### config.mk
export PLATFORM = sky130hd
export DESIGN_NAME = arcade_input_mapper
export DESIGN_NICKNAME = d
export VERILOG_FILES = /design/src/rtl/arcade_input_mapper.sv
export SDC_FILE = /design/constraint.sdc
export NUM_CORES = 1
export LEC_CHECK = 0
export ABC_AREA = 0
export CORE_MARGIN = 8
export CORE_UTILIZATION = 56
export DETAILED_ROUTE_END_ITERATION = 16
export PLACE_DENSITY = 0.75
export SYNTH_ARGS = -nofsm -noshare
export SYNTH_HDL_FRONTEND = slang
export SYNTH_SLANG_ARGS = --single-unit
export TNS_END_PERCENT = 5
### constraint.sdc
create_clock -name clk_sys -period 6.2 [get_ports clk_sys]
set_input_delay 0.62 -clock clk_sys [delete_from_list [all_inputs] [get_ports clk_sys]]
set_output_delay 0.62 -clock clk_sys [all_outputs]
set_load 0.02 [all_outputs]
### src/rtl/arcade_input_mapper.sv
// ---------------------------------------------------------------------------
// arcade_input_mapper
//
// Table-driven input mapper placed between hps_io and an arcade game core.
// PS/2 key events and two MiSTer joysticks are merged into a 32-bit source
// vector. Each output bit of every game port is then selected from that
// vector, or forced to a constant, through a per-bit mapping table. A DIP
// byte can force any bit high. The mapping table and the DIP bytes are both
// loaded over ioctl. Coin inputs are stretched to a fixed hold time so the
// core sees a pulse long enough to register. While a mapping table is being
// downloaded, the ports keep their last value so that a half-written table
// never reaches the game.
//
// Ports
//   clk_sys         system clock
//   reset_n         asynchronous reset, active low
//   ps2_key[10:0]   [10] toggles once per key event, [9] pressed, [8:0] scan code
//   joy1, joy2      [0]R [1]L [2]D [3]U [4..7]fire A-D [8]start1 [9]start2 [10]coin
//   ioctl_download  download in progress
//   ioctl_wr        download byte strobe
//   ioctl_addr      download byte address
//   ioctl_dout      download byte
//   ioctl_index     download target index
//   port_out        NUM_PORTS registered game ports, port p at [p*8+7:p*8]
//   coin_active     high while either coin stretcher is running
//
// Mapping entry format (entry e = p*8 + b drives port p, bit b):
//   [7] invert, [6] constant mode, [5] constant value, [4:0] source index
// ---------------------------------------------------------------------------
module arcade_input_mapper #(
  parameter int          NUM_PORTS  = 3,
  parameter logic [15:0] COIN_PULSE = 16'd40000,
  parameter logic [7:0]  MAP_INDEX  = 8'd253,
  parameter logic [7:0]  DIP_INDEX  = 8'd254
) (
  input  logic                     clk_sys,
  input  logic                     reset_n,
  input  logic [10:0]              ps2_key,
  input  logic [15:0]              joy1,
  input  logic [15:0]              joy2,
  input  logic                     ioctl_download,
  input  logic                     ioctl_wr,
  input  logic [24:0]              ioctl_addr,
  input  logic [7:0]               ioctl_dout,
  input  logic [7:0]               ioctl_index,
  output logic [NUM_PORTS*8-1:0]   port_out,
  output logic                     coin_active
);

  localparam int          ENTRIES   = NUM_PORTS * 8;
  localparam int          KBD_BITS  = 20;
  localparam logic [7:0]  MAP_RESET = 8'h60;

  // Keyboard bit layout matches the low 20 source bits:
  //   0-7 P1 R,L,D,U,fA-fD  8-15 P2 same  16 start1  17 start2  18 coin1  19 coin2
  // Result: [5] code recognised, [4:0] keyboard bit. The extended-code flag
  // (ps2_key[8]) is ignored so both the E0-prefixed arrows and the keypad
  // codes with the same low byte drive the same bit.
  function automatic logic [5:0] key_decode(input logic [7:0] code);
    logic [5:0] r;
    r = 6'd0;
    case (code)
      8'h74: r = {1'b1, 5'd0};
      8'h6B: r = {1'b1, 5'd1};
      8'h72: r = {1'b1, 5'd2};
      8'h75: r = {1'b1, 5'd3};
      8'h14: r = {1'b1, 5'd4};
      8'h11: r = {1'b1, 5'd5};
      8'h29: r = {1'b1, 5'd6};
      8'h12: r = {1'b1, 5'd7};
      8'h34: r = {1'b1, 5'd8};
      8'h23: r = {1'b1, 5'd9};
      8'h2B: r = {1'b1, 5'd10};
      8'h2D: r = {1'b1, 5'd11};
      8'h1C: r = {1'b1, 5'd12};
      8'h1B: r = {1'b1, 5'd13};
      8'h21: r = {1'b1, 5'd14};
      8'h1D: r = {1'b1, 5'd15};
      8'h05, 8'h16: r = {1'b1, 5'd16};
      8'h06, 8'h1E: r = {1'b1, 5'd17};
      8'h76, 8'h2E: r = {1'b1, 5'd18};
      8'h36: r = {1'b1, 5'd19};
      default: r = 6'd0;
    endcase
    return r;
  endfunction

  // One output bit from its mapping entry, the source vector and its DIP bit.
  function automatic logic map_bit(input logic [7:0]  entry,
                                   input logic [31:0] src,
                                   input logic        dip_bit);
    logic v;
    v = entry[6] ? entry[5] : src[entry[4:0]];
    return (entry[7] ? ~v : v) | dip_bit;
  endfunction

  // ---- stage p0: PS/2 event capture and keyboard state ---------------------
  logic                ps2_tgl_p0;
  logic [KBD_BITS-1:0] kbd_p0;
  logic                ps2_event;
  logic [5:0]          key_hit;

  assign ps2_event = ps2_key[10] ^ ps2_tgl_p0;
  assign key_hit   = key_decode(ps2_key[7:0]);

  always_ff @(posedge clk_sys or negedge reset_n) begin
    if (!reset_n) begin
      ps2_tgl_p0 <= 1'b0;
      kbd_p0     <= '0;
    end else begin
      ps2_tgl_p0 <= ps2_key[10];
      for (int i = 0; i < KBD_BITS; i++) begin
        if (ps2_event && key_hit[5] && (key_hit[4:0] == 5'(i)))
          kbd_p0[i] <= ps2_key[9];
      end
    end
  end

  // Merge keyboard with joysticks. Start and coin1 accept either stick.
  logic [7:0] p1;
  logic [7:0] p2;
  logic       start1;
  logic       start2;
  logic [1:0] coin_raw;

  assign p1          = kbd_p0[7:0]  | joy1[7:0];
  assign p2          = kbd_p0[15:8] | joy2[7:0];
  assign start1      = kbd_p0[16] | joy1[8] | joy2[8];
  assign start2      = kbd_p0[17] | joy1[9] | joy2[9];
  assign coin_raw[0] = kbd_p0[18] | joy1[10] | joy2[10];
  assign coin_raw[1] = kbd_p0[19];

  // ---- stage p0: coin stretchers --------------------------------------------
  // A rising edge only starts a pulse when the counter is idle; edges seen
  // while a pulse runs are dropped so a bouncing coin switch cannot extend it.
  logic [1:0]  coin_prev_p0;
  logic [15:0] coin_cnt_p0 [2];
  logic [1:0]  coin_str;

  always_ff @(posedge clk_sys or negedge reset_n) begin
    if (!reset_n) begin
      coin_prev_p0 <= 2'b00;
      for (int c = 0; c < 2; c++) coin_cnt_p0[c] <= 16'd0;
    end else begin
      coin_prev_p0 <= coin_raw;
      for (int c = 0; c < 2; c++) begin
        if (coin_cnt_p0[c] != 16'd0)
          coin_cnt_p0[c] <= coin_cnt_p0[c] - 16'd1;
        else if (coin_raw[c] && !coin_prev_p0[c])
          coin_cnt_p0[c] <= COIN_PULSE;
      end
    end
  end

  assign coin_str[0] = (coin_cnt_p0[0] != 16'd0);
  assign coin_str[1] = (coin_cnt_p0[1] != 16'd0);
  assign coin_active = |coin_str;

  // Source vector: 0-7 P1, 8-15 P2, 16/17 starts, 18/19 stretched coins,
  // 20-27 either player, 28-31 zero.
  logic [31:0] src;
  assign src = {4'b0000, p1 | p2, coin_str[1], coin_str[0], start2, start1, p2, p1};

  // ---- stage p0: mapping table and DIP bytes --------------------------------
  // Address decode is an exact match per entry, so addresses past the end of
  // the table fall through without touching anything.
  logic [7:0] map_p0 [ENTRIES];
  logic [7:0] dip_p0 [NUM_PORTS];
  logic       map_wr;
  logic       dip_wr;

  assign map_wr = ioctl_wr && (ioctl_index == MAP_INDEX);
  assign dip_wr = ioctl_wr && (ioctl_index == DIP_INDEX);

  always_ff @(posedge clk_sys or negedge reset_n) begin
    if (!reset_n) begin
      for (int e = 0; e < ENTRIES; e++) map_p0[e] <= MAP_RESET;
      for (int p = 0; p < NUM_PORTS; p++) dip_p0[p] <= 8'h00;
    end else begin
      for (int e = 0; e < ENTRIES; e++) begin
        if (map_wr && (ioctl_addr == 25'(e))) map_p0[e] <= ioctl_dout;
      end
      for (int p = 0; p < NUM_PORTS; p++) begin
        if (dip_wr && (ioctl_addr == 25'(p))) dip_p0[p] <= ioctl_dout;
      end
    end
  end

  // ---- stage p1: mapped port register ----------------------------------------
  logic [ENTRIES-1:0] port_next;
  logic               freeze;

  assign freeze = ioctl_download && (ioctl_index == MAP_INDEX);

  always_comb begin
    port_next = '0;
    for (int p = 0; p < NUM_PORTS; p++) begin
      for (int b = 0; b < 8; b++) begin
        port_next[p*8+b] = map_bit(map_p0[p*8+b], src, dip_p0[p][b]);
      end
    end
  end

  // Holding the register during a table download hides partially written
  // tables from the core; DIP downloads pass straight through.
  always_ff @(posedge clk_sys or negedge reset_n) begin
    if (!reset_n)
      port_out <= '1;
    else if (!freeze)
      port_out <= port_next;
  end

  logic unused_inputs;
  assign unused_inputs = ^{joy1[15:11], joy2[15:11], ps2_key[8]};

endmodule

Word-level counts from Yosys, hierarchy flattened --
Index checks and enable logic that the tools add are counted.
Cells by class: add/subtract/negate cells 2, magnitude comparators 24, equal/unequal tests 67, mux-type cells 101, bitwise operators 58, reductions and logical operators 65
Operators by type and width (number):
- 25-bit by 4-bit equality test with 1-bit output, second input constant | 8
- 25-bit by 5-bit equality test with 1-bit output, second input constant | 8
- 5-bit by 6-bit less-than comparator with 1-bit output, second input constant | 24
- 1-bit binary-select mux with 5-bit select | 24
- 6-bit one-hot mux with 20 select lines | 1
- 25-bit by 3-bit equality test with 1-bit output, second input constant | 4
- 1-bit 2-to-1 mux | 72
- 8-bit by 5-bit equality test with 1-bit output, second input constant | 8
- 8-bit by 6-bit equality test with 1-bit output, second input constant | 8
- 16-bit 2-to-1 mux | 4
- 1-bit logical AND | 53
- 25-bit by 2-bit equality test with 1-bit output, second input constant | 2
- 5-bit by 4-bit equality test with 1-bit output, second input constant | 8
- 8-bit by 7-bit equality test with 1-bit output, second input constant | 5
- 16-bit nonzero test | 2
- 16-bit by 1-bit subtractor with 16-bit output, second input constant | 2
- 1-bit OR | 30
- 25-bit by 1-bit equality test with 1-bit output, second input constant | 1
- 25-bit zero test | 1
- 1-bit inverter | 24
- 8-bit OR | 3
- 5-bit by 3-bit equality test with 1-bit output, second input constant | 4
- 5-bit equality test, second input constant | 4
- 8-bit by 3-bit equality test with 1-bit output, second input constant | 2
- other kinds (8) | 15
Storage, ports and cells: bits in registers 295, input port bits 88, output and inout port bits 25, logic and storage cells 369

Logic depth before layout (Yosys ltp) --
Gate-level depths: netlist of the first run.
depth after elaboration 8, depth in mapped cells 11, mapped depth without buffers 9

Worst setup path after synthesis of the first run --
No wires, ideal clock.
path type reg2reg, from register coin_cnt_p0[16] in the netlist's numbering, to register port_out[0], library setup time 0.078 ns, arrival 3.082 ns, data required time 6.122 ns, slack 3.040 ns, cell stages (with the launch flop) 11, buffers on the path 1, period minus slack after synthesis 3.160 ns, cell sequence dfrtp_1 inv_1 ha_1 or4b_1 or4_4 buf_6 and3_4 or4_1 a31o_1 a2111oi_2 and3b_1
On the way: cells in the longest elaborated chain, start to end 7
Ends and longest elaborated chain:
- start, declared | line 137 | logic [15:0] coin_cnt_p0 [2];
- start signal, assigned by index | line 148 | coin_cnt_p0[c] <= coin_cnt_p0[c] - 16'd1;
- 16-bit nonzero test * | line 155 | assign coin_str[0] = (coin_cnt_p0[0] != 16'd0);
- 1-bit binary-select mux with 5-bit select * | line 93 | v = entry[6] ? entry[5] : src[entry[4:0]];
- 1-bit 2-to-1 mux (implied by the code) * | line 93
- 1-bit 2-to-1 mux * | line 93
- 1-bit inverter | line 94 | return (entry[7] ? ~v : v) | dip_bit;
- 1-bit 2-to-1 mux * | line 94
- 1-bit OR * | line 94
- end signal, assigned | line 210 | port_out <= port_next;
- end, declared | line 46 | output logic [NUM_PORTS*8-1:0] port_out,
Mark *: on every way between the ends. The rest lies on a longest branch, timed or not. The select of a mux whose other input is x is not followed. A chain may end at the register's enable or synchronous reset.

Final worst setup path of the first run --
from register coin_cnt_p0[8] in the netlist's numbering, to output port coin_active
On the way: cells in the longest elaborated chain, start to end 2
Ends and longest elaborated chain:
- 16-bit nonzero test | line 156 | assign coin_str[1] = (coin_cnt_p0[1] != 16'd0);
- 2-bit OR reduction | line 157 | assign coin_active = |coin_str;
- end, declared | line 47 | output logic coin_active
Every way passes these cells.

==> results of run 1 <==
[worst max path at each step]
stage               slack (ns)            to  cells after the start
global placement          2.15  port_out[17]                      8
global route              1.81   coin_active                      5
finish                    1.86   coin_active                      5
CTS                       2.02   coin_active                      5
floorplan                 3.04   port_out[0]                     10
detailed placement        2.08  port_out[13]                      8
[cells in the mapped netlist (23+ instances only)]
master,n
mux2_2,229
dfrtp_1,223
nor2_1,172
clkbuf_1,159
nor3_1,98
nand2_1,93
mux4_2,87
dfstp_2,72
a21oi_1,70
o21ai_0,52
mux2i_1,49
a31oi_1,42
a2111oi_0,41
inv_1,41
nor4_1,40
a211oi_1,38
nand2b_1,38
nand3_1,29
nor2b_1,27
nor3b_1,25
xnor2_1,23
[where the power goes]
group	switching, W	internal [W]	total [W]
sequential	0.000123	0.00202	0.00214
combinational	0.000510	0.000335	0.000845
clock	0.000840	0.00134	0.00218
total	0.00147	0.00369	0.00516
[state kept, by name (all words and copies together), names as in the netlist]
signal,count
coin_cnt_p0,32
coin_prev_p0,2
dip_p0,24
kbd_p0,20
map_p0,192
port_out,24
ps2_tgl_p0,1
[per-stage QoR]
stage	util, %	setup slack [ns]
after global routing	63.58	1.814
after CTS	63.58	2.019
after global placement	60.05	2.153
after floorplan	-	3.040
after detailed placement	60.05	2.079
final	63.58	1.858
[worst register-to-register path: cells and delay by family (launching register included)]
| kind | cells | cell delay, ns |
|---|---|---|
| AND/OR/NAND/NOR | 5 | 2.19 |
| AO/OA/AOI/OAI | 2 | 0.56 |
| flip-flops | 1 | 0.40 |
| adder cells (fa/ha/maj) | 1 | 0.14 |
| buffers and inverters | 1 | 0.09 |
[final cells by class]
class                      instances  area [um^2]
timing repair buffer             130         1211
multi-input combinational       1390        11280
antenna                            1        2.502
sequential                       295         7472
inverter                          43        161.4
clock buffer                      49         1039
tap                              455        569.3
clock inverter                    13        175.2
fill                            2756        12550
[logic make-up (layout without fill, tap and decap cells)]
| group | after synthesis | after routing | share of synthesized area, % |
|---|---|---|---|
| xor+xnor | 31 | 31 | 1.390 |
| other cells | 0 | 1 | 0 |
| fa+ha+maj | 4 | 4 | 0.2562 |
| compound gates | 356 | 356 | 12.76 |
| flops | 295 | 295 | 38.25 |
| buf+inv | 231 | 235 | 4.541 |
| simple gates | 634 | 634 | 17.06 |
| mux | 365 | 365 | 25.74 |
[metal layers]
metal  vias to the layer above  global-route usage, %  part of all wire [%]
met3                       292                  7.698                    12
met4                         0                  17.04                   5.8
met1                      8273                  38.78                    37
met5                         -                      0                     0
met2                      1115                  46.81                    45
li1                       7232                      -                     -
==> results by group, run 1 <==
Cells and area
  • Most frequent cells in the layout: mux2_2, dfrtp_1, nor2_1
  • Area Growth Syn to Fin: 12.16%
  • Share of cells above drive strength 1: 27.14%
  • Most common cell after layout, fill and taps aside: mux2_2
  • Final net count: 1987
  • Final Instance Area: 0.02191 mm^2
  • Non-Filler Instances: 2376

Global route
  • Total global-route track usage: 30.38%
  • Initial antenna violation count: 1
  • First-pass GRT wire length: 97890 um
  • Largest net degree at the start of global routing: 165
  • Total gr overflow: 0
  • Vias in the first global route: 16.69k

Yosys
  • Synth async-reset ratio: 100.0%
  • Mapped Nets: 2008
  • YS warnings: 0
  • Yosys cell types: 80
  • Sequential fraction of the synthesis area: 38.25%
  • Top_reg_cell synth: dfrtp_1
  • Synth area leaders: dfrtp_1, mux2_2, mux4_2
  • Cell Area, Synth: 0.01953 mm^2
  • Post-synth EDFFs: 0
  • Synth Instances: 1916
  • Syn avg cell area: 10.20 um^2
  • Flops & latches, synth: 295
  • Top cell type's share of synthesized area: 28.57%
  • Synth area leader: dfrtp_1

Floorplan
  • Num rows: 68
  • Core Area: 0.03446 mm^2
  • Die area: 0.04111 mm^2
  • Die Height: 202.8 um
  • Die width: 202.8 um
  • Boundary pin count: 113
  • Initial Utilization: 56.69%

Critical path
  • R2R depth: 9
  • RR Startpoint: coin_cnt_p0[16]
  • CP Max Fanout: 22
  • Signal arrival time at the worst endpoint: 3.72 ns
  • Crit end category: primary output
  • Crit path kind: register to primary output
  • Slowest-stage cell, CP: nor2_4
  • Worst r2r dst: port_out[0]
  • Worst EP required: 5.58 ns
  • Reg2reg setup slack: 2.77 ns
  • CP cell instances: or4_1, nor2_4, and2_1, nand2_1, clkdlybuf4s50_1
  • Family with the most delay on the worst path: simple AND/OR/NAND/NOR gates
  • Worst stage delay on the critical path: 0.79 ns
  • Buffers & Inverters on Critical Path: 1
  • Crit start category: register
  • CP startpoint: coin_cnt_p0[8]

CTS
  • Clk pin slew, worst setup/hold paths: 0.06 ns
  • Clk_lat worst skew: 0.53 ns
  • Cts hold-fix bufs: 0
  • CTS sink count: 295
  • Root buffer cell: clkbuf_16
  • Total CTS buffers: 35
  • Setup bufs post-CTS: 0
  • CTS tree: built
  • Maximum clock path buffer count: 3
  • H-tree levels: 2
  • Post-CTS sizing: 0

Power
  • Final Power: 0.005164 W
  • Leak: 8.702 nW
  • Max IR drop VDD: 0.2126 mV
  • Power per cell area: 235.7 mW/mm^2

STA
  • Final Hold Fails: 0
  • Final worst-path cycle share: 70.03%
  • Setup violations, final: 0
  • RSZ-0062 raised after global routing: no
  • Fin crit period: 4.342 ns
  • Skew final: 0.01739 ns
  • Final Slew Violations: 0
  • Least-Margin Pin Slew: 1.379 ns
  • Hold_ws: 0.1104 ns
  • Slew margin rel.: 7.733%
  • Setup TNS: 0 ns
  • Fmax achieved: 0.2303 GHz

Place
  • Area after DPL: 0.02069 mm^2
  • Port-buffer cells: 101
  • GPL Wtd Cong: 0.9713
  • Post-placement cell count: 2313
  • Post-DP HPWL: 40120 um

Job
  • Max-cap violations: 0

Detailed routing
  • Drt first pass iters: 7
  • Drt wl/cell: 27.04 um
  • Detailed Route WL: 64260 um
  • Post-DRT Antenna Nets: 0
  • Via count: 16.91k
  • Initial DRC count: 2188
  • # DRC: 0
  • Vias/cell: 7.118

Worst hold path
  • Hold Path Class: input port to async pin

Outcome
  • Status: finished, final reports clean
Power figures use the tool's default switching activity.
==> run 2: changes to the inputs <==
--- a/config.mk
+++ b/config.mk
@@ -7,9 +7,9 @@
 export LEC_CHECK = 0
 export ABC_AREA = 0
 export CORE_MARGIN = 8
-export CORE_UTILIZATION = 56
+export CORE_UTILIZATION = 55
 export DETAILED_ROUTE_END_ITERATION = 16
-export PLACE_DENSITY = 0.75
+export PLACE_DENSITY = 0.76
 export SYNTH_ARGS = -nofsm -noshare
 export SYNTH_HDL_FRONTEND = slang
 export SYNTH_SLANG_ARGS = --single-unit
==> constraint.sdc (replaced) <==
create_clock -name clk_sys -period 3.82 [get_ports clk_sys]
set_input_delay 0.382 -clock clk_sys [delete_from_list [all_inputs] [get_ports clk_sys]]
set_output_delay 0.382 -clock clk_sys [all_outputs]
set_load 0.02 [all_outputs]
==> results by group, run 2 (same netlist as run 1, synthesis figures left out) <==
Outcome
  • Status: finished, violations left
  • Failing checks: max-capacitance violations

Global route
  • Vias in the first global route: 16.87k
  • Total gr overflow: 0
  • Busiest grt layer: met2
  • Initial antenna violation count: 3
  • Largest net degree at the start of global routing: 120
  • First-pass GRT wire length: 98500 um
  • GR met1 Demand/Resource: 39.43%
  • Grt met2 use: 47.03%
  • Total global-route track usage: 30.37%
  • Met3 usage: 7.069%

Critical path
  • Crit path kind: register to primary output
  • Signal arrival time at the worst endpoint: 3.10 ns
  • Worst EP required: 3.44 ns
  • Crit end category: primary output
  • CP startpoint: coin_cnt_p0[12]
  • R2R depth: 9
  • RR Startpoint: coin_cnt_p0[16]
  • Crit start category: register
  • CP Max Fanout: 13

Place
  • Port-buffer cells: 101
  • Area after DPL: 0.02118 mm^2
  • Post-DP HPWL: 43100 um
  • GPL Wtd Cong: 0.9624

CTS
  • CTS sink count: 295
  • Total CTS buffers: 34
  • Root buffer cell: clkbuf_16
  • Clk_lat worst skew: 0.53 ns
  • Setup bufs post-CTS: 0
  • H-tree levels: 2
  • Maximum clock path buffer count: 3
  • Clk pin slew, worst setup/hold paths: 0.06 ns
  • CTS tree: built

STA
  • Final Slew Violations: 0
  • Setup violations, final: 0
  • Final Hold Fails: 0
  • Least-Margin Pin Slew: 1.472 ns
  • Skew final: 0.01822 ns
  • Slew margin rel.: 1.514%
  • Setup TNS: 0 ns
  • RSZ-0062 raised after global routing: no
  • Fmax achieved: 0.2868 GHz
  • Fin crit period: 3.487 ns
  • Hold_ws: 0.4018 ns
  • Final worst-path cycle share: 91.28%

Cells and area
  • Most frequent cells in the layout: mux2_2, dfrtp_1, nor2_1
  • Final Instance Area: 0.02233 mm^2
  • Share of cells above drive strength 1: 28.91%
  • Area Growth Syn to Fin: 14.32%
  • Largest regs: map_p0 x192, coin_cnt_p0 x32
  • Area of the multi-input gates: 0.01124 mm^2
  • Top reg by flops: map_p0
  • Filler cells: 2808
  • Final net count: 2049
  • FF+latch area: 0.007472 mm^2
  • Most common cell after layout, fill and taps aside: mux2_2
  • Max reg flops: 192

Power
  • Power per cell area: 370.1 mW/mm^2
  • Leak: 8.979 nW
  • Max IR drop VDD: 0.4327 mV

Detailed routing
  • Detailed Route WL: 64700 um
  • Vias/cell: 7.032
  • Post-DRT Antenna Nets: 0
  • Drt first pass iters: 5
  • Drt wl/cell: 26.45 um
  • # DRC: 0
  • Via count: 17.20k
  • Initial DRC count: 2245

Floorplan
  • Num rows: 69
  • Die area: 0.04180 mm^2
  • Core Area: 0.03531 mm^2
  • Die width: 204.5 um
  • Initial Utilization: 55.32%
  • Die Height: 204.5 um
  • Boundary pin count: 113

Job
  • Max-cap violations: 1

Worst hold path
  • Min-delay src: ps2_key[10]
  • Hold Crit Depth: 1
  • Hold Path Class: input port to register
[run 2: path summary, 6_finish.rpt]
kind | end | slack (ns)
max reg2reg | port_out[0] | 0.52
max in group asynchronous | map_p0[5] | 2.18
max | coin_active | 0.33
min in group asynchronous | map_p0[146] | 0.54
min reg2reg | coin_prev_p0[1] | 0.41
min | ps2_tgl_p0 | 0.40
[run 2: worst max-delay path: stages (launching register included)]
cell and delay (ns):
dfrtp_1 0.41, nor4_1 0.41, and4b_2 0.69, and2_1 0.36, nand2_1 0.13, clkdlybuf4s50_1 0.57
[run 2: layout make-up]
class,instances,area share (%)
Timing Repair Buffer,193,7.777
Antenna cell,3,0.03362
Clock buffer,51,4.505
Multi-Input combinational cell,1390,50.33
Inverter,43,0.7228
Sequential cell,295,33.46
Clock inverter,10,0.5883
Tap cell,461,2.583
[run 2: repair_timing]
action | 4_1_cts | 5_1_grt
hold endpoints to repair | 20 | 0
endpoints found under the setup margin | 0 | 1
hold buffers | 1 | 0
gates resized for setup | 0 | 1
[run 2: power breakdown]
group / internal [W] / total, W / leakage (nW) / switching [W]
Combinational: 0.000605 / 0.00147 / 4.66 / 0.000861
Sequential: 0.00328 / 0.00345 / 3.76 / 0.000169
Clock: 0.00203 / 0.00335 / 0.559 / 0.00132
[run 2: per-layer routing]
layer | wire length, um | up-vias
met2 | 29200 | 1110
met4 | 3895 | 0
met1 | 24300 | 8423
met3 | 7298 | 307
met5 | 0 | -
li1 | - | 7360
[run 2: stage by stage]
step | utilization, % | instances | worst slack, ns | total power, W
after global routing | 63.24 | 2446 | 0.1857 | 0.008532
after floorplan | - | 1916 | 0.6603 | 0.004215
after global placement | 59.97 | 2381 | 0.3746 | 0.004866
after detailed placement | 59.97 | 2381 | 0.3359 | 0.004907
final | 63.24 | 2446 | 0.3331 | 0.008264
after CTS | 63.22 | 2443 | 0.07393 | 0.008260
